--- src/rtl/vram_writer_pkg.sv ---
// Shared constants for the video RAM write path: MCU command codes and word width.
package vram_writer_pkg;

    localparam logic [7:0] CMD_SET_ADDRESS = 8'h01;
    localparam int         WORD_W          = 16;

endpackage

--- src/rtl/sync_fifo.sv ---
// Single-clock FIFO with registered storage and extra-bit pointers for full/empty.
module sync_fifo #(
    parameter int WIDTH = 35,
    parameter int DEPTH = 8
) (
    input  logic             clk,
    input  logic             rst,
    input  logic             push,
    input  logic [WIDTH-1:0] din,
    input  logic             pop,
    output logic [WIDTH-1:0] dout,
    output logic             full,
    output logic             empty
);

    localparam int AW = $clog2(DEPTH);

    logic [WIDTH-1:0] mem [DEPTH];
    logic [AW:0]      wr_idx;
    logic [AW:0]      rd_idx;
    logic             do_push;
    logic             do_pop;

    assign do_push = push && !full;
    assign do_pop  = pop && !empty;
    assign empty   = (wr_idx == rd_idx);
    // Same slot, different lap bit: writer is a full lap ahead.
    assign full    = (wr_idx[AW] != rd_idx[AW]) && (wr_idx[AW-1:0] == rd_idx[AW-1:0]);
    assign dout    = mem[rd_idx[AW-1:0]];

    always_ff @(posedge clk) begin
        if (do_push) begin
            mem[wr_idx[AW-1:0]] <= din;
        end
    end

    always_ff @(posedge clk or posedge rst) begin
        if (rst) begin
            wr_idx <= '0;
            rd_idx <= '0;
        end else begin
            if (do_push) wr_idx <= wr_idx + 1'b1;
            if (do_pop)  rd_idx <= rd_idx + 1'b1;
        end
    end

endmodule

--- src/rtl/vram_writer.sv ---
// Packs MCU pixel bytes into 16-bit words at an auto-incrementing word address,
// buffers them and drains them to the video RAM arbiter over req/ack.
module vram_writer
    import vram_writer_pkg::*;
#(
    parameter int ADDR_WIDTH = 19,
    parameter int FIFO_DEPTH = 8
) (
    input  logic                  sysclk,
    input  logic                  rst,
    input  logic                  cmdclk,
    input  logic                  dataclk,
    input  logic [7:0]            cmd_code,
    input  logic [7:0]            data_in,
    input  logic [31:0]           address_in,
    input  logic                  ovf_clear,
    output logic                  mem_req,
    output logic [ADDR_WIDTH-1:0] mem_addr,
    output logic [WORD_W-1:0]     mem_wdata,
    input  logic                  mem_ack,
    output logic                  busy,
    output logic                  pending_byte,
    output logic                  overflow
);

    localparam int ENTRY_W = ADDR_WIDTH + WORD_W;

    logic [ADDR_WIDTH-1:0] wr_ptr;
    logic [7:0]            low_byte;
    logic                  push_vld;
    logic [ENTRY_W-1:0]    push_entry;
    logic [ENTRY_W-1:0]    head;
    logic                  fifo_full;
    logic                  fifo_empty;
    logic                  set_addr;
    logic                  load;
    logic                  unused_addr_hi;

    assign set_addr       = cmdclk && (cmd_code == CMD_SET_ADDRESS);
    assign unused_addr_hi = ^address_in[31:ADDR_WIDTH];

    // Byte packing and write pointer. A byte arriving with SET_ADDRESS always
    // starts a fresh word at the new address, so the later assignments win.
    always_ff @(posedge sysclk or posedge rst) begin
        if (rst) begin
            wr_ptr       <= '0;
            low_byte     <= '0;
            pending_byte <= 1'b0;
            push_vld     <= 1'b0;
            push_entry   <= '0;
        end else begin
            push_vld <= 1'b0;
            if (set_addr) begin
                wr_ptr       <= address_in[ADDR_WIDTH-1:0];
                pending_byte <= 1'b0;
            end
            if (dataclk) begin
                if (set_addr || !pending_byte) begin
                    low_byte     <= data_in;
                    pending_byte <= 1'b1;
                end else begin
                    push_vld     <= 1'b1;
                    push_entry   <= {wr_ptr, data_in, low_byte};
                    wr_ptr       <= wr_ptr + 1'b1;
                    pending_byte <= 1'b0;
                end
            end
        end
    end

    // A word that finds the FIFO full is lost; the pointer has already moved on.
    always_ff @(posedge sysclk or posedge rst) begin
        if (rst) begin
            overflow <= 1'b0;
        end else if (push_vld && fifo_full) begin
            overflow <= 1'b1;
        end else if (ovf_clear) begin
            overflow <= 1'b0;
        end
    end

    sync_fifo #(
        .WIDTH (ENTRY_W),
        .DEPTH (FIFO_DEPTH)
    ) u_fifo (
        .clk   (sysclk),
        .rst   (rst),
        .push  (push_vld),
        .din   (push_entry),
        .pop   (load),
        .dout  (head),
        .full  (fifo_full),
        .empty (fifo_empty)
    );

    // Output register refills in the ack cycle so writes can stream back-to-back.
    assign load = !fifo_empty && (!mem_req || mem_ack);

    always_ff @(posedge sysclk or posedge rst) begin
        if (rst) begin
            mem_req   <= 1'b0;
            mem_addr  <= '0;
            mem_wdata <= '0;
        end else if (load) begin
            mem_req   <= 1'b1;
            mem_addr  <= head[ENTRY_W-1:WORD_W];
            mem_wdata <= head[WORD_W-1:0];
        end else if (mem_req && mem_ack) begin
            mem_req <= 1'b0;
        end
    end

    assign busy = mem_req || !fifo_empty;

endmodule

--- config.mk ---
export PLATFORM = sky130hd
export DESIGN_NAME = vram_writer
export DESIGN_NICKNAME = d
export VERILOG_FILES = /design/src/rtl/vram_writer_pkg.sv /design/src/rtl/sync_fifo.sv /design/src/rtl/vram_writer.sv
export SDC_FILE = /design/constraint.sdc
export NUM_CORES = 1
export LEC_CHECK = 0
export BUFFER_PORTS_ARGS = -buffer_cell sky130_fd_sc_hd__buf_2
export CAP_MARGIN = 20
export CORE_MARGIN = 4
export CORE_UTILIZATION = 60
export DETAILED_ROUTE_END_ITERATION = 7
export PLACE_DENSITY = 0.8
export SETUP_SLACK_MARGIN = 0.5
export SLEW_MARGIN = 25
export SYNTH_ARGS = -nofsm -noshare
export SYNTH_HDL_FRONTEND = slang
export SYNTH_SLANG_ARGS = --single-unit
--- constraint.sdc ---
create_clock -name sysclk -period 7.15 [get_ports sysclk]
set_clock_uncertainty 0.05 [all_clocks]
set_input_delay 1.43 -clock sysclk [delete_from_list [all_inputs] [get_ports sysclk]]
set_output_delay 1.43 -clock sysclk [all_outputs]
set_load 0.03 [all_outputs]
==> results of run 1 <==
-- cells by family after synthesis --
| kind of cell | share of synthesized area |
|---|---|
| flip-flops | 0.743 |
| multiplexers | 0.162 |
| adder cells (fa/ha/maj) | 0.00251 |
| AO/OA/AOI/OAI | 0.0242 |
| AND/OR/NAND/NOR | 0.0383 |
| buffers and inverters | 0.0136 |
| XOR/XNOR | 0.0158 |
-- worst max path at each step --
stage | cells past startpoint | start | end
after global routing | 5 | cmd_code[4] | low_byte[2]$_DFFE_PP0P_
after global placement | 5 | cmd_code[4] | low_byte[4]$_DFFE_PP0P_
after detailed placement | 5 | cmd_code[4] | low_byte[4]$_DFFE_PP0P_
after CTS | 4 | u_fifo.rd_idx[0]$_DFFE_PP0P_ | busy
after floorplan | 1 | rst | low_byte[0]$_DFFE_PP0P_
final | 4 | u_fifo.rd_idx[0]$_DFFE_PP0P_ | busy
-- per-layer routing --
metal,up-vias,track usage,part of all wire
met2,267,0.359,0.51
li1,3342,-,-
met4,0,0.0502,0.017
met3,45,0.0333,0.057
met1,3869,0.304,0.41
met5,-,0,0
-- power by group through the flow --
stage | combinational (W) | sequential (W) | clock [W]
final | 0.00188 | 0.00344 | 0.00194
after CTS | 0.00191 | 0.00344 | 0.00196
after floorplan | 0.00126 | 0.00352 | 0
after global placement | 0.00184 | 0.00343 | 0
after global routing | 0.00204 | 0.00351 | 0.00207
after detailed placement | 0.00189 | 0.00347 | 0
-- area by class of cell --
type / instances / area [um^2]
Sequential cell: 389 / 11100
Fill cell: 1470 / 7440
Multi-Input combinational cell: 367 / 3710
Clock buffer: 62 / 1130
Timing Repair Buffer: 94 / 512
Tap cell: 324 / 405
Clock inverter: 9 / 91.3
Inverter: 8 / 32.5
-- sequential cells by signal, summed over array words and instances (netlist names), 4 cells and up --
register	count
u_fifo.mem	280
push_entry	35
mem_addr	19
wr_ptr	19
mem_wdata	16
low_byte	8
u_fifo.rd_idx	4
u_fifo.wr_idx	4
-- critical path: stages, from the launching register on --
cell	delay (ns)
dfrtp_4	0.73
xnor2_1	0.20
nand3_1	0.14
or3_1	0.35
buf_2	0.18
-- per-stage QoR --
step                 util  setup slack [ns]  cells
finish              0.696              3.55   1253
global route        0.696              3.39   1253
CTS                 0.696              3.52   1253
detailed placement  0.646              3.14   1182
global placement    0.646              3.23   1182
floorplan               -              2.80    803
-- layout by cell type, fill, tap and decap left out, drive strengths merged, types with 4 or more instances in the layout --
cell / n
or3: 6
xnor2: 17
clkinv: 7
mux4: 70
nor2: 17
nand4: 5
o21ai: 51
buf: 94
nand3: 9
nand2: 62
nor4: 4
mux2i: 36
inv: 8
nand2b: 4
nor3: 5
edfxtp: 280
dfrtp: 109
mux2: 44
a31oi: 7
clkbuf: 62
xor2: 10
==> parameters.txt, run 1 <==
Parameter                              Value

Worst setup path
  Worst setup SP type ... flop
  Critical path start-end classification ... reg2out
  CP endpoint kind ... output pin
  Required time at the worst-slack endpoint ... ~5.7 ns
  Reg2reg end ... u_fifo.mem[6][30]$_DFFE_PP_
  Reg-to-Reg Start ... u_fifo.rd_idx[0]$_DFFE_PP0P_
  Worst EP arrival ... 2.12 ns
  Minimum setup slack among reg-to-reg paths ... about 4.3 ns
  Top fanout value on the critical path ... 24
  Number of cells on the worst reg-to-reg path ... 5

Power and ir drop
  Power share of the combinational group ... 0.259
  Overall Power ... 0.00725 W
  Switching power of the nets ... about 0.0022 W
  Clock network power share ... 0.267
  Proportion of power drawn by flip-flops and latches ... 0.474
  Internal Power ... between 0.005 and 0.006 W
  Switching share of total power ... 0.309
  PwrDens ... between 400 and 500 nW/um^2
  Static leakage ... 6.14 nW
  Maximum VDD drop ... 0.000324 V

Synthesis
  Most common cell in the netlist ... edfxtp_1
  Cell types occupying the most area after synthesis ... edfxtp_1, dfrtp_1, mux4_2, mux2_2, mux2i_1
  Area share of the largest cell type after synthesis ... 0.561
  Top flip-flop cell by instance count after synthesis ... edfxtp_1
  Average cell area after synthesis ... 18.7 um^2
  Cell taking the most area after synthesis ... edfxtp_1
  Number of enable flip-flop cells after synthesis ... 280
  Number of distinct standard cells referenced by the synthesized netlist ... 38
  Most numerous cell types in the synthesized netlist ... edfxtp_1, dfrtp_1, mux4_2
  YS warnings ... 0
  Synthesized instance count ... around 800
  FF+latch count, synth ... 389
  Share of synthesized area occupied by flip-flops and latches ... 0.743
  Mapped Area ... about 15000 um^2
  Share of flip-flops with an asynchronous set or reset ... 0.280
  Post-Syn Nets ... 860

Routing
  Post-Route WL ... just under 30 mm
  Pre-Repair DR Iteration Count ... 5
  Wire length per cell ... 23.1 um
  Detailed-route vias per instance ... 6.00
  Total vias in the final route ... 7523
  Drt first-iter violations ... 640
  Post-DRT Antenna Nets ... 0
  DR DRC count ... 0

Cells and area
  Final net count ... 956
  Ratio of cells with drive above 1 in the final layout ... 0.294
  Antenna fix cells ... 0
  Area growth from synthesis to layout ... 13.6%
  Final std cell area, no fill ... 17000 um^2

Timing
  Total negative slack for setup checks ... 0 ns
  Worst hold slack after final layout ... between 0.4 and 0.5 ns
  Number of setup violations in the final report ... 0
  Unrepaired setup endpoints after global routing ... false
  Actual transition at the worst max-transition pin ... a little under 1 ns
  Slew Limit Fails ... 0
  Final clock period utilization by the worst path ... 0.503
  Max Clock Freq ... 0.278 GHz
  Final hold violation count ... 0
  Relative slew slack ... 0.338
  Fin crit period ... ~3.6 ns

Place
  Instance area at placement ... 15800 um^2
  Routability cong. ... 0.822
  Half-perimeter wire length of the detailed placement result ... 15.1 mm
  Quantity of I/O buffers inserted on ports ... 79

Global route
  First-pass GRT wire length ... around 46 mm
  Vias in the first global route ... 7792
  Combined global-route utilization of all metal layers ... 0.214
  Number of antenna violations at the first check in global routing ... 0
  Largest net degree at the start of global routing ... between 60 and 70
  Total gr overflow ... 0

Clock tree
  Post-CTS setup-driven buffer insertion count ... 0
  Post-CTS Resized ... 0
  Clock Root Buffer ... clkbuf_16
  Number of hold buffers added after cts ... 0
  Clock slew seen by the registers of the worst setup and hold paths ... 0.06 ns
  Buffers from clock root to sink, at most ... 3
  Number of buffers created by CTS ... 39
  Number of sinks driven by the clock tree ... 389
  Number of H-tree levels ... 2
  TritonCTS clock tree ... yes
  Clock latency on the worst-skew pair ... ~0.5 ns

Floorplan
  Site row count ... 57
  Chip Height ... 166 um
  Effective utilization at floorplan ... 0.613
  Die area ... 27600 um^2
  Core Footprint ... 24500 um^2
  IO Pins ... 93
  Horiz. Die Dim ... 166 um

Worst hold path
  End of the worst hold path ... mem_wdata[2]$_DFFE_PP0P_
  Worst hold path stage count ... 2
  Worst hold path startpoint ... mem_wdata[2]$_DFFE_PP0P_
  Type of the tightest min-delay check ... reg2reg

Status
  Status ... finished, final reports clean

Job
  Max Cap Violations ... 0
No activity file was read; power rests on OpenSTA's default activity.
==> inputs of run 2 (changes only) <==
CORE_UTILIZATION = 54   (was 60)
PLACE_DENSITY = 0.76   (was 0.8)
clock period = 3 ns   (was 7.15 ns; I/O delays follow)
==> parameters.txt, run 2 (same netlist as run 1, synthesis figures left out) <==
Parameter                              Value

Cells and area
  Final std cell area, no fill ... 17400 um^2
  Final net count ... 973
  Flip-flop count of the largest register after layout ... 280
  Antenna fix cells ... 0
  Area growth from synthesis to layout ... 16.2%
  Ratio of cells with drive above 1 in the final layout ... 0.316
  Leading cell types in the layout, fill and taps excluded ... edfxtp_1, dfrtp_1, buf_2, mux4_2, nand2_1
  Leading cell type in the layout, fill and taps excluded ... edfxtp_1
  Filler Cells Inserted ... 1826

Timing
  Actual transition at the worst max-transition pin ... approximately 1.0 ns
  Final hold violation count ... 0
  Relative slew slack ... 0.330
  Fin crit period ... 2.47 ns
  Unrepaired setup endpoints after global routing ... true
  Final clock period utilization by the worst path ... 0.823
  Total negative slack for setup checks ... 0 ns
  Max Clock Freq ... 0.405 GHz
  Number of setup violations in the final report ... 0
  Slew Limit Fails ... 0

Floorplan
  Horiz. Die Dim ... 175 um
  IO Pins ... 93
  Chip Height ... 175 um
  Core Footprint ... ~27000 um^2
  Effective utilization at floorplan ... 0.553
  Site row count ... 60
  Die area ... 30500 um^2

Global route
  Vias in the first global route ... 7699
  First-pass GRT wire length ... between 40 and 50 mm
  Total gr overflow ... 0
  Met3 layer usage reported by global route ... 0.0307
  Combined global-route utilization of all metal layers ... 0.192
  Number of antenna violations at the first check in global routing ... 0
  GR Util met2 ... 0.305
  Largest net degree at the start of global routing ... 56
  Layer with the highest usage after global routing ... met2
  M1 GR Usage ... 0.286

Clock tree
  Number of H-tree levels ... 2
  TritonCTS clock tree ... yes
  Buffers from clock root to sink, at most ... 3
  Clock latency on the worst-skew pair ... 0.52 ns
  Clock Root Buffer ... clkbuf_16
  Number of sinks driven by the clock tree ... ~390
  Number of buffers created by CTS ... 38
  Number of hold buffers added after cts ... 0
  Clock slew seen by the registers of the worst setup and hold paths ... approximately 0.06 ns

Worst setup path
  Top fanout value on the critical path ... 3
  CP endpoint kind ... output pin
  Reg-to-Reg Start ... u_fifo.wr_idx[1]$_DFFE_PP0P_
  Critical path start-end classification ... reg2out
  Minimum setup slack among reg-to-reg paths ... 0.59 ns
  Required time at the worst-slack endpoint ... 2.35 ns
  Worst setup SP type ... flop
  Number of cells on the worst reg-to-reg path ... 6
  Reg2reg end ... u_fifo.mem[5][18]$_DFFE_PP_
  Worst EP arrival ... 1.82 ns

Routing
  Detailed-route vias per instance ... 5.69
  Total vias in the final route ... 7497
  Drt first-iter violations ... 648
  Post-Route WL ... about 28 mm
  Post-DRT Antenna Nets ... 0
  Wire length per cell ... 21.6 um
  Pre-Repair DR Iteration Count ... 4
  DR DRC count ... 0

Place
  Instance area at placement ... 16200 um^2
  Routability cong. ... 0.756
  Quantity of I/O buffers inserted on ports ... 79
  Half-perimeter wire length of the detailed placement result ... ~17 mm

Job
  Max Cap Violations ... 0

Power and ir drop
  Static leakage ... 6.26 nW
  PwrDens ... approximately 1000 nW/um^2
  Maximum VDD drop ... 0.000542 V

Worst hold path
  Type of the tightest min-delay check ... in2async

Status
  Status ... finished, final reports clean
## run 2: area by class of cell
| cell class | count | area (um^2) | share of cell area |
|---|---|---|---|
| Sequential cell | 389 | 11100 | 0.640 |
| Multi-Input combinational cell | 367 | 3770 | 0.217 |
| Clock buffer | 60 | 1070 | 0.0618 |
| Timing Repair Buffer | 112 | 858 | 0.0493 |
| Tap cell | 372 | 465 | 0.0267 |
| Clock inverter | 9 | 52.6 | 0.00302 |
| Inverter | 8 | 33.8 | 0.00194 |
## run 2: power by group
group	switching (W)	internal, W	total, W
clock network	0.00186	0.00247	0.00432
registers	0.000806	0.00725	0.00805
logic	0.00273	0.00217	0.00490
total	0.00539	0.0119	0.0173
## run 2: metrics by stage
stage	setup WS, ns	power (W)	hold slack (ns)	cells	utilization
3_5_place_dp	0.434	0.0130	0.415	1242	0.596
2_1_floorplan	-0.116	0.0114	0.424	803	-
4_1_cts	0.502	0.0174	0.115	1314	0.640
5_1_grt	0.441	0.0182	0.149	1317	0.642
6_report	0.531	0.0173	0.107	1317	0.642
3_3_place_gp	0.498	0.0128	0.408	1242	0.596
## run 2: repair_timing
action / 4_1_cts / 5_1_grt
endpoints found under the setup margin: 33 / 3
resized for setup: 8 / 2
pin swaps: 0 / 3
cloned: 0 / 0
buffers inserted: 3 / 3
## run 2: critical path, cell delays in order, from the launching register on
cell     delay, ns
dfrtp_4       0.50
xnor2_4       0.17
nand3_2       0.11
or3_1         0.36
buf_4         0.18
## run 2: how the worst max path moves through the flow
stage	start	end	slack, ns
after floorplan	u_fifo.rd_idx[1]$_DFFE_PP0P_	u_fifo.mem[1][0]$_DFFE_PP_	-0.12
after global placement	cmdclk	low_byte[0]$_DFFE_PP0P_	0.50
after detailed placement	cmdclk	low_byte[5]$_DFFE_PP0P_	0.43
after CTS	u_fifo.wr_idx[1]$_DFFE_PP0P_	busy	0.50
after global routing	u_fifo.rd_idx[0]$_DFFE_PP0P_	busy	0.44
final	u_fifo.rd_idx[0]$_DFFE_PP0P_	busy	0.53
## run 2: layer usage
layer	part of all wire	routed length (um)
met5	0	0
met4	0.019	551
met3	0.062	1770
met2	0.48	13700
met1	0.44	12400
